**config.mk**
```make
export PLATFORM = sky130hd
export DESIGN_NAME = popcount_pipe_acc
export DESIGN_NICKNAME = d
export VERILOG_FILES = /design/src/rtl/popcount_pipe_acc.sv
export SDC_FILE = /design/constraint.sdc
export NUM_CORES = 1
export LEC_CHECK = 0
export ABC_CLOCK_PERIOD_IN_PS = 4900
export CAP_MARGIN = 40
export CELL_PAD_IN_SITES_DETAIL_PLACEMENT = 0
export CELL_PAD_IN_SITES_GLOBAL_PLACEMENT = 1
export CORE_MARGIN = 4
export CORE_UTILIZATION = 49
export CTS_CLUSTER_SIZE = 8
export DETAILED_ROUTE_END_ITERATION = 10
export HOLD_SLACK_MARGIN = 0.1
export PLACE_DENSITY = 0.88
export SLEW_MARGIN = 5
export SYNTH_ARGS = -nofsm -noshare
export SYNTH_HDL_FRONTEND = slang
export SYNTH_SLANG_ARGS = --single-unit
export TNS_END_PERCENT = 50
```
**constraint.sdc**
```tcl
create_clock -name clk_i -period 4.9 [get_ports clk_i]
set_clock_uncertainty 0.2 [all_clocks]
set_input_delay 1.47 -clock clk_i [delete_from_list [all_inputs] [get_ports clk_i]]
set_output_delay 1.47 -clock clk_i [all_outputs]
set_load 0.005 [all_outputs]
```
**src/rtl/popcount_pipe_acc.sv**
```systemverilog
// Streaming pipelined popcount (ones or zeros per beat) with a per-frame accumulator.
// Build option: define POPCNT_ACC_SAT_EN to saturate the frame total instead of wrapping.
module popcount_pipe_acc #(
    parameter int DATA_W = 32,
    parameter int LEAF_W = 4,
    parameter int ACC_W  = 16
) (
    input  logic                    clk_i,
    input  logic                    arst_n_i,
    input  logic [DATA_W-1:0]       data_i,
    input  logic                    data_val_i,
    input  logic                    data_last_i,
    input  logic                    count_zeros_i,
    output logic [$clog2(DATA_W):0] cnt_o,
    output logic                    cnt_val_o,
    output logic [ACC_W-1:0]        acc_o,
    output logic                    acc_val_o,
    output logic                    acc_ovf_o
);

    localparam int N_LEAF  = DATA_W / LEAF_W;
    localparam int L       = $clog2(N_LEAF);
    localparam int LEAF_CW = $clog2(LEAF_W) + 1;

    function automatic logic [LEAF_CW-1:0] leaf_pop(input logic [LEAF_W-1:0] chunk);
        logic [LEAF_CW-1:0] n;
        n = '0;
        for (int b = 0; b < LEAF_W; b++) n = n + LEAF_CW'(chunk[b]);
        return n;
    endfunction

    // Valid and last travel alongside the partial sums, one flag per level.
    logic [L:0] vld;
    logic [L:0] lst;

    always_ff @(posedge clk_i or negedge arst_n_i) begin
        if (!arst_n_i) begin
            vld <= '0;
            lst <= '0;
        end else begin
            vld[0] <= data_val_i;
            lst[0] <= data_val_i & data_last_i;
            for (int k = 1; k <= L; k++) begin
                vld[k] <= vld[k-1];
                lst[k] <= lst[k-1];
            end
        end
    end

    for (genvar k = 0; k <= L; k++) begin : g_lvl
        localparam int N = N_LEAF >> k;
        localparam int W = LEAF_CW + k;
        logic [W-1:0] sum [N];

        if (k == 0) begin : g_leaf
            logic [DATA_W-1:0] word;
            assign word = count_zeros_i ? ~data_i : data_i;

            always_ff @(posedge clk_i or negedge arst_n_i) begin
                if (!arst_n_i) begin
                    for (int i = 0; i < N; i++) sum[i] <= '0;
                end else if (data_val_i) begin
                    for (int i = 0; i < N; i++) sum[i] <= leaf_pop(word[i*LEAF_W +: LEAF_W]);
                end
            end
        end else begin : g_add
            // Sums only move with a valid beat, so the last level holds cnt_o through bubbles.
            always_ff @(posedge clk_i or negedge arst_n_i) begin
                if (!arst_n_i) begin
                    for (int i = 0; i < N; i++) sum[i] <= '0;
                end else if (vld[k-1]) begin
                    for (int i = 0; i < N; i++)
                        sum[i] <= {1'b0, g_lvl[k-1].sum[2*i]} + {1'b0, g_lvl[k-1].sum[2*i+1]};
                end
            end
        end
    end

    assign cnt_o     = g_lvl[L].sum[0];
    assign cnt_val_o = vld[L];

    logic [ACC_W-1:0] run;
    logic             run_ovf;
    logic [ACC_W:0]   sum_ext;
    logic [ACC_W-1:0] run_nxt;
    logic             ovf_nxt;

    // NOTE: combinational logic uses blocking '=' so later lines see earlier results in the same pass.
    always_comb begin
        sum_ext = {1'b0, run} + (ACC_W+1)'(cnt_o);
        ovf_nxt = run_ovf | sum_ext[ACC_W];
`ifdef POPCNT_ACC_SAT_EN
        run_nxt = ovf_nxt ? '1 : sum_ext[ACC_W-1:0];
`else
        run_nxt = sum_ext[ACC_W-1:0];
`endif
    end

    always_ff @(posedge clk_i or negedge arst_n_i) begin
        if (!arst_n_i) begin
            run       <= '0;
            run_ovf   <= 1'b0;
            acc_o     <= '0;
            acc_val_o <= 1'b0;
            acc_ovf_o <= 1'b0;
        end else begin
            acc_val_o <= 1'b0;
            if (cnt_val_o) begin
                if (lst[L]) begin
                    acc_o     <= run_nxt;
                    acc_ovf_o <= ovf_nxt;
                    acc_val_o <= 1'b1;
                    run       <= '0;
                    run_ovf   <= 1'b0;
                end else begin
                    run     <= run_nxt;
                    run_ovf <= ovf_nxt;
                end
            end
        end
    end

endmodule

```
After elaboration in Yosys (flattened, before gate mapping)
Cells that the tools add are included.
{"block": "op_classes", "n_addsub": 32, "mul": 0, "n_div": 0, "order_cmp": 0, "eq_ne": 0, "shift": 0, "muxes": 5, "bitwise": 3, "reduce_logical": 1}
{"op": "$mux 32", "n": 1}
{"op": "$not 32->32", "n": 1}
{"op": "$add 2x1->3", "n": 8}
{"op": "$add 3x1->3", "n": 8}
{"op": "$add 16x6->17", "n": 1}
{"op": "$add 1x1->2", "n": 8}
{"op": "$add 3x3->4", "n": 4}
{"op": "$mux 16", "n": 1}
{"op": "$add 4x4->5", "n": 2}
{"op": "$add 5x5->6", "n": 1}
{"op": "$mux 1", "n": 3}
{"op": "$reduce_and 2->1", "n": 1}
{"op": "$and 1x1->1", "n": 1}
{"op": "$or 1x1->1", "n": 1}
{"block": "word_totals", "ff_bits": 99, "latch_bits": 0, "mem_bits_rw": 0, "mem_bits_ro": 0, "input_bits": 37, "output_inout_bits": 25, "word_cells": 63, "memories": 0}

Logic depth before layout (Yosys ltp)
Gate-level depths: netlist (run 1).
{"block": "depth", "depth_word": 5, "ltp_mapped": 8, "mapped_depth_nobuf": 7}

Worst setup path after synthesis (run 1)
OpenSTA, ideal clock, no wires.
{"block": "synth_timing", "kind": "in2reg", "from": "in count_zeros_i", "to": "reg g_lvl[0].sum[2] in the netlist's numbering", "setup_ns": 0.125, "arrival_time_ns": 3.170, "required_ns": 4.575, "path_slack_ns": 1.406, "cell_stages": 7, "path_buffers": 2, "path_cell_list": "clkbuf_1 -> buf_2 -> xor2_1 -> fa_1 -> ha_1 -> ha_1 -> mux2_2"}
{"block": "synth_between", "elab_chain_cells": 4}
{"item": "start, declared", "line": "13", "text": "input logic count_zeros_i,"}
{"item": "$mux 32 *", "line": "57", "text": "assign word = count_zeros_i ? ~data_i : data_i;"}
{"item": "$add 1x1->2", "line": "28", "text": "for (int b = 0; b < LEAF_W; b++) n = n + LEAF_CW'(chunk[b]);"}
{"item": "$add 2x1->3", "line": "28"}
{"item": "$add 3x1->3 *", "line": "28"}
{"item": "end, declared", "line": "53", "text": "logic [W-1:0] sum [N];"}
Every way passes the cells marked *; elsewhere a longest branch is shown, timed or not.
A chain may end at the register's enable or synchronous reset.

Worst setup path in the final report (run 1)
{"block": "layout_timing", "from": "in count_zeros_i", "to": "reg g_lvl[0].sum[23] in the netlist's numbering"}
The elaborated chain is that of the path after synthesis.

==> results of run 1 <==
==> flip-flops by register name (all words and copies together) (netlist names) <==
name / count
acc_val_o: 1
g_lvl.sum: 50
run_ovf: 1
vld: 4
acc_o: 16
lst: 4
run: 16
acc_ovf_o: 1
cnt_o: 6
==> worst max-delay path: cells and delay by family <==
family	cells	cell delay, ns
buf+inv	2	0.85
xor+xnor	1	0.26
fa+ha+maj	3	0.84
mux	1	0.28
==> kinds of logic (layout without fill, tap and decap cells) <==
logic type,after synthesis,after routing,share of synthesized area (%)
compound gates,99,99,11.2
xor+xnor,47,47,7.38
fa+ha+maj,63,63,16.3
buf+inv,52,107,3.90
flops,99,99,44.4
mux,40,40,7.94
simple gates,101,101,8.91
==> through the flow <==
step	util (%)	instances	area, um^2
6_report	60.1	696	6610
5_1_grt	60.1	696	6610
4_1_cts	60.1	696	6610
3_5_place_dp	57.5	680	6310
3_3_place_gp	57.0	678	6260
2_1_floorplan	-	501	5580
==> power by group <==
group          internal [uW]  switching (uW)  total (uW)  leakage (uW)
Combinational            808             806        1610       0.00167
Clock                    384             297         681      0.000148
Sequential              1090             210        1300       0.00122
==> layout make-up <==
| cell class | count | area (um^2) | area share, % |
|---|---|---|---|
| well taps | 140 | 175 | 2.65 |
| multi-input cells | 350 | 2880 | 43.6 |
| flip-flops and latches | 99 | 2480 | 37.5 |
| clock inverters | 4 | 23.8 | 0.360 |
| repair buffers | 66 | 686 | 10.4 |
| inverters | 25 | 93.8 | 1.42 |
| clock buffers | 12 | 267 | 4.03 |
==> layout by cell type (no fill, tap or decap), types with 10 or more instances in the layout <==
cell,netlist,layout
xor2_1,35,35
inv_1,25,25
a21o_1,13,13
o21ai_0,27,27
ha_1,47,47
clkdlybuf4s50_1,0,60
nand2_1,35,35
nor2_1,21,21
dfrtp_1,99,99
xnor2_1,12,12
a21oi_1,23,23
mux2_2,34,34
fa_1,16,16
nand3_1,10,10
o211ai_1,10,10
==> layer usage <==
layer | wire [um] | vias to the layer above
met1 | 4460 | 1849
met4 | 182 | 0
met2 | 5620 | 61
met3 | 307 | 18
li1 | - | 1853
met5 | 0 | -
==> worst paths after layout <==
check                               from               end  slack (ns)  depth (start not counted)
max                        count_zeros_i  g_lvl[0].sum[23]        1.22                          7
min                               lst[0]            lst[1]        0.15                          0
max reg2reg                     cnt_o[0]         acc_o[14]        2.45                          6
min reg2reg                       lst[0]            lst[1]        0.15                          0
max in group asynchronous       arst_n_i            run[4]        2.86                          3
min in group asynchronous       arst_n_i         acc_o[12]        0.86                          1
==> summary.txt, run 1 <==
Timing
  – Worst slew pin tran: a little over 0.8 ns
  – Final TNS setup: 0 ns
  – Worst-case hold slack: about 0.15 ns
  – Achievable Freq: 272 MHz
  – Relative slew margins: between 40% and 50%
  – Final hold vios: 0
  – Final worst setup slack: 1.22 ns
  – Crit path time final: 3.68 ns
  – RSZ-0062 raised after global routing: false
  – Fin crit share: ~75%
  – Max-slew violation count: 0
  – Endpoints failing setup: 0

Setup path
  – Crit end category: register
  – Most used cell, CP: ha_1
  – Setup CP Type: primary input to register
  – Critical path cell sequence: clkdlybuf4s50_1 -> buf_4 -> xor2_1 -> fa_1 -> ha_1 -> ha_1 -> mux2_2
  – CP arrival: ~3.7 ns
  – Crit path max fanout: 32
  – CP Launch Type: primary input
  – Worst Path Required: ~5 ns
  – Slowest CP cell: clkdlybuf4s50_1
  – Crit path largest cell delay: roughly 0.45 ns

Power and ir drop
  – Leak pwr: between 0.003 and 0.004 uW
  – Overall Power: about 3600 uW
  – Worst vdd ir: 0.257 mV
  – Pwr per Cell Area: roughly 540 mW/mm^2

Drt
  – DR WL/cell: 15.2 um
  – First-pass detailed-route iteration total: 4
  – DRC viols: 0
  – Via density per instance: roughly 5.4
  – Antenna-violating nets left: 0
  – DR vias: approximately 3800
  – Initial DRC count: approximately 190
  – Final WL: around 11 mm

Yosys
  – Synth Instances: around 500
  – Most frequent cell after synthesis: dfrtp_1
  – Most used DFF post-synth: dfrtp_1
  – Cell taking the most area after synthesis: dfrtp_1
  – Async SR Flop Fraction: between 90% and 100%
  – Post-synth EDFFs: 0
  – Post-Syn Area: about 0.0056 mm^2
  – Area contributors post-synth: dfrtp_1 44%, ha_1 11%, mux2_2 6.9%
  – Yosys cell types: 42
  – Synth top cells by count: 99 x dfrtp_1, 47 x ha_1, 35 x nand2_1, 35 x xor2_1, 34 x mux2_2
  – Synth top area share: between 40% and 50%
  – Mapped Nets: 601
  – Synth Register Bits: just under 100
  – Sequential fraction of the synthesis area: between 40% and 50%
  – Post-Syn Area per Cell: between 10 and 15 um^2
  – Ys Warns: 0

Outcome
  – Outcome: finished, final reports clean

Clocking
  – Sink Count: 99
  – Clock Path Buffers: 2
  – Setup bufs post-CTS: 0
  – # resized after CTS: 0
  – Root buffer cell: clkbuf_16
  – Clk pin slew, worst setup/hold paths: approximately 0.07 ns
  – Hold_buf cts: 0
  – Clock buffer count from CTS: 9
  – Clk_lat worst skew: between 0.3 and 0.4 ns
  – CTS H-tree depth: 3
  – CTS tree: yes

Global routing
  – Initial antenna violation count: 0
  – Vias in the first global route: approximately 3800
  – Aggregate global routing overflow: 0
  – Largest net degree at the start of global routing: 60
  – GR Util met2: 31.0%
  – Overall routing resource usage: about 18%
  – GRT Max-Usage Layer: met2
  – GR Util met1: a little over a fifth
  – Met3 Track Usage GR: 3.54%
  – First-pass GRT wire length: roughly 18 mm

Die
  – Num rows: 38
  – Die area: between 0.01 and 0.015 mm^2
  – Overall die width: 115 um
  – Die Ht: roughly 110 um
  – I/O pin total: 62
  – Core Area: between 0.01 and 0.015 mm^2
  – Initial core utilization: between 50% and 60%

Placed design
  – Final Wtd Congestion: 0.790
  – Input/output buffers: between 60 and 70
  – Setup WS pre-CTS: ~0.85 ns
  – Post-DP HPWL: between 7 and 8 mm

Cells and area
  – Layout cells sized above 1: a little over a tenth
  – Fillers: slightly below 900
  – Area Overhead vs Synth: 18.4%
  – Nets: around 650
  – # diodes: 0

Worst hold path
  – Tightest Hold Check Type: register to register

Flow run
  – Max-cap violations: 0
Power figures use the tool's default switching activity.
==> run 2, diff against run 1 <==
- ABC_CLOCK_PERIOD_IN_PS: 4900 -> 3300
- CORE_UTILIZATION: 49 -> 41
- PLACE_DENSITY: 0.88 -> 0.79
- clock period: 4.9 -> 3.3 ns (I/O delays scaled with it)
==> run 2 against run 1 <==
Net effect: die area grew 18%; combinational power grew 45%; via count shrank 0.45%; sequential cell count is the same; sequential power grew 48%; critical path depth is the same; highest routed layer unchanged; cell count grew 4.9%; utilization shrank 10 points; global-route usage shrank 3.9 points; clock power grew 62%.
==> summary.txt, run 2 (same netlist as run 1, synthesis figures left out) <==
Cells and area
  – Final Core Density: 50.1%
  – Post-route insts no fill: 730
  – Area Overhead vs Synth: 19.3%
  – Nets: roughly 650
  – Design area: between 0.006 and 0.007 mm^2
  – Layout cells sized above 1: 10.5%
  – Commonest non-fill, non-tap cell in the layout: dfrtp_1
  – Most flops, register: g_lvl.sum
  – Commonest non-fill, non-tap cells in the layout: 99 x dfrtp_1, 60 x clkdlybuf4s50_1, 47 x ha_1
  – Top flop regs: g_lvl.sum x50, acc_o x16, run x16
  – Max FFs per register: 50
  – # diodes: 0

Die
  – I/O pin total: 62
  – Initial core utilization: a little over two fifths
  – Num rows: 42
  – Overall die width: around 120 um
  – Die Ht: roughly 120 um
  – Die area: between 0.015 and 0.02 mm^2
  – Core Area: 0.0133 mm^2

Placed design
  – Post-DP HPWL: around 7.4 mm
  – Placed Cells: around 700
  – Input/output buffers: approximately 60
  – Placed standard-cell area: about 0.0064 mm^2
  – Final Wtd Congestion: ~0.78

Power and ir drop
  – Worst vdd ir: approximately 0.36 mV
  – Sw Pwr: about 1900 uW
  – Overall Power: roughly 5400 uW
  – Sequential power share: a little over a third
  – Int Power: between 3000 and 4000 uW
  – Leak pwr: approximately 0.0030 uW
  – Pwr per Cell Area: ~800 mW/mm^2
  – Clock power frac: 20.5%
  – Gate power share: between 40% and 50%
  – Net Sw Frac: between 30% and 40%

Clocking
  – Clock Path Buffers: 2
  – CTS tree: yes
  – Clk pin slew, worst setup/hold paths: ~0.060 ns
  – Root buffer cell: clkbuf_16
  – Clock buffer count from CTS: 9
  – # resized after CTS: 0
  – Sink Count: 99
  – CTS H-tree depth: 3
  – Clk_lat worst skew: ~0.34 ns
  – Hold_buf cts: 0
  – Setup bufs post-CTS: 0

Global routing
  – Aggregate global routing overflow: 0
  – GRT Max-Usage Layer: met2
  – First-pass GRT wire length: about 18 mm
  – Vias in the first global route: between 3000 and 4000
  – Initial antenna violation count: 0
  – Overall routing resource usage: between 10% and 20%
  – GR Util met1: around 18%
  – GR Util met2: a little under a quarter
  – Met3 Track Usage GR: between 3 and 4%
  – Largest net degree at the start of global routing: 64

Outcome
  – Outcome: finished, final reports clean

Drt
  – Antenna-violating nets left: 0
  – First-pass detailed-route iteration total: 4
  – Via density per instance: 5.16
  – DRC viols: 0
  – Final WL: approximately 9.9 mm
  – DR vias: ~3800
  – DR WL/cell: 13.5 um
  – Initial DRC count: 150

Timing
  – RSZ-0062 raised after global routing: false
  – Max-slew violation count: 0
  – Fin crit share: slightly above 90%
  – Final TNS setup: 0 ns
  – Relative slew margins: a little under half
  – Achievable Freq: approximately 330 MHz
  – Crit path time final: around 3 ns
  – Worst slew pin tran: just under 0.8 ns
  – Final hold vios: 0
  – Endpoints failing setup: 0

Setup path
  – Crit end category: register
  – CP Launch Point: count_zeros_i
  – R2R Path Start: cnt_o[0]
  – CP arrival: slightly above 3 ns
  – Setup CP Type: primary input to register
  – Worst Path Required: around 3.3 ns
  – CP Launch Type: primary input
  – Crit path max fanout: 23

Worst hold path
  – Hold Path Origin: lst[1]
  – Tightest Hold Check Type: register to register

Flow run
  – Max-cap violations: 0
[run 2: cell count changes in the layout (fill, tap and decap cells not counted)]
| cell | delta |
|---|---|
| buf_12 | +2 |
| bufinv_16 | +2 |
| buf_4 | +1 |
| clkbuf_8 | -2 |
| buf_16 | -2 |
| clkinv_4 | -1 |
| clkinv_2 | -2 |
[run 2: worst paths after layout]
check / end / slack [ns] / cells after the start
max in group asynchronous: vld[0] / 1.81 / 2
worst max register to register: acc_o[14] / 0.83 / 6
worst min-delay path: lst[2] / 0.15 / 0
min in group asynchronous: acc_val_o / 0.41 / 1
worst min register to register: lst[2] / 0.15 / 0
worst max-delay path: g_lvl[0].sum[11] / 0.29 / 7
[run 2: critical path, cell delays in order]
cell and delay (ns):
clkdlybuf4s50_1 0.52, buf_12 0.19, xor2_1 0.24, fa_1 0.43, ha_1 0.22, ha_1 0.18
mux2_2 0.25
[run 2: stage by stage]
step | hold WS (ns) | setup WS, ns
2_1_floorplan | 0.131 | 0.286
3_3_place_gp | 0.139 | -0.00719
3_5_place_dp | 0.143 | -0.0883
4_1_cts | 0.158 | 0.283
5_1_grt | 0.165 | 0.172
6_report | 0.154 | 0.292
[run 2: per-layer routing]
metal  up-vias  share of wire, %
li1       1859                 -
met1      1805                45
met2        88                49
met3        12               4.7
met4         0               1.7
met5         -                 0
[run 2: layout make-up]
class | instances | area, um^2
Clock buffer | 10 | 239
Clock inverter | 3 | 65.1
Fill cell | 1259 | 6640
Inverter | 25 | 93.8
Multi-Input combinational cell | 350 | 2880
Sequential cell | 99 | 2480
Tap cell | 176 | 220
Timing Repair Buffer | 67 | 678
[run 2: power groups by stage]
stage	sequential (uW)	clock [uW]	combinational (uW)
2_1_floorplan	1850	0	1760
3_3_place_gp	1930	0	2280
3_5_place_dp	1960	0	2350
4_1_cts	1930	1130	2380
5_1_grt	1990	1180	2690
6_report	1920	1100	2340
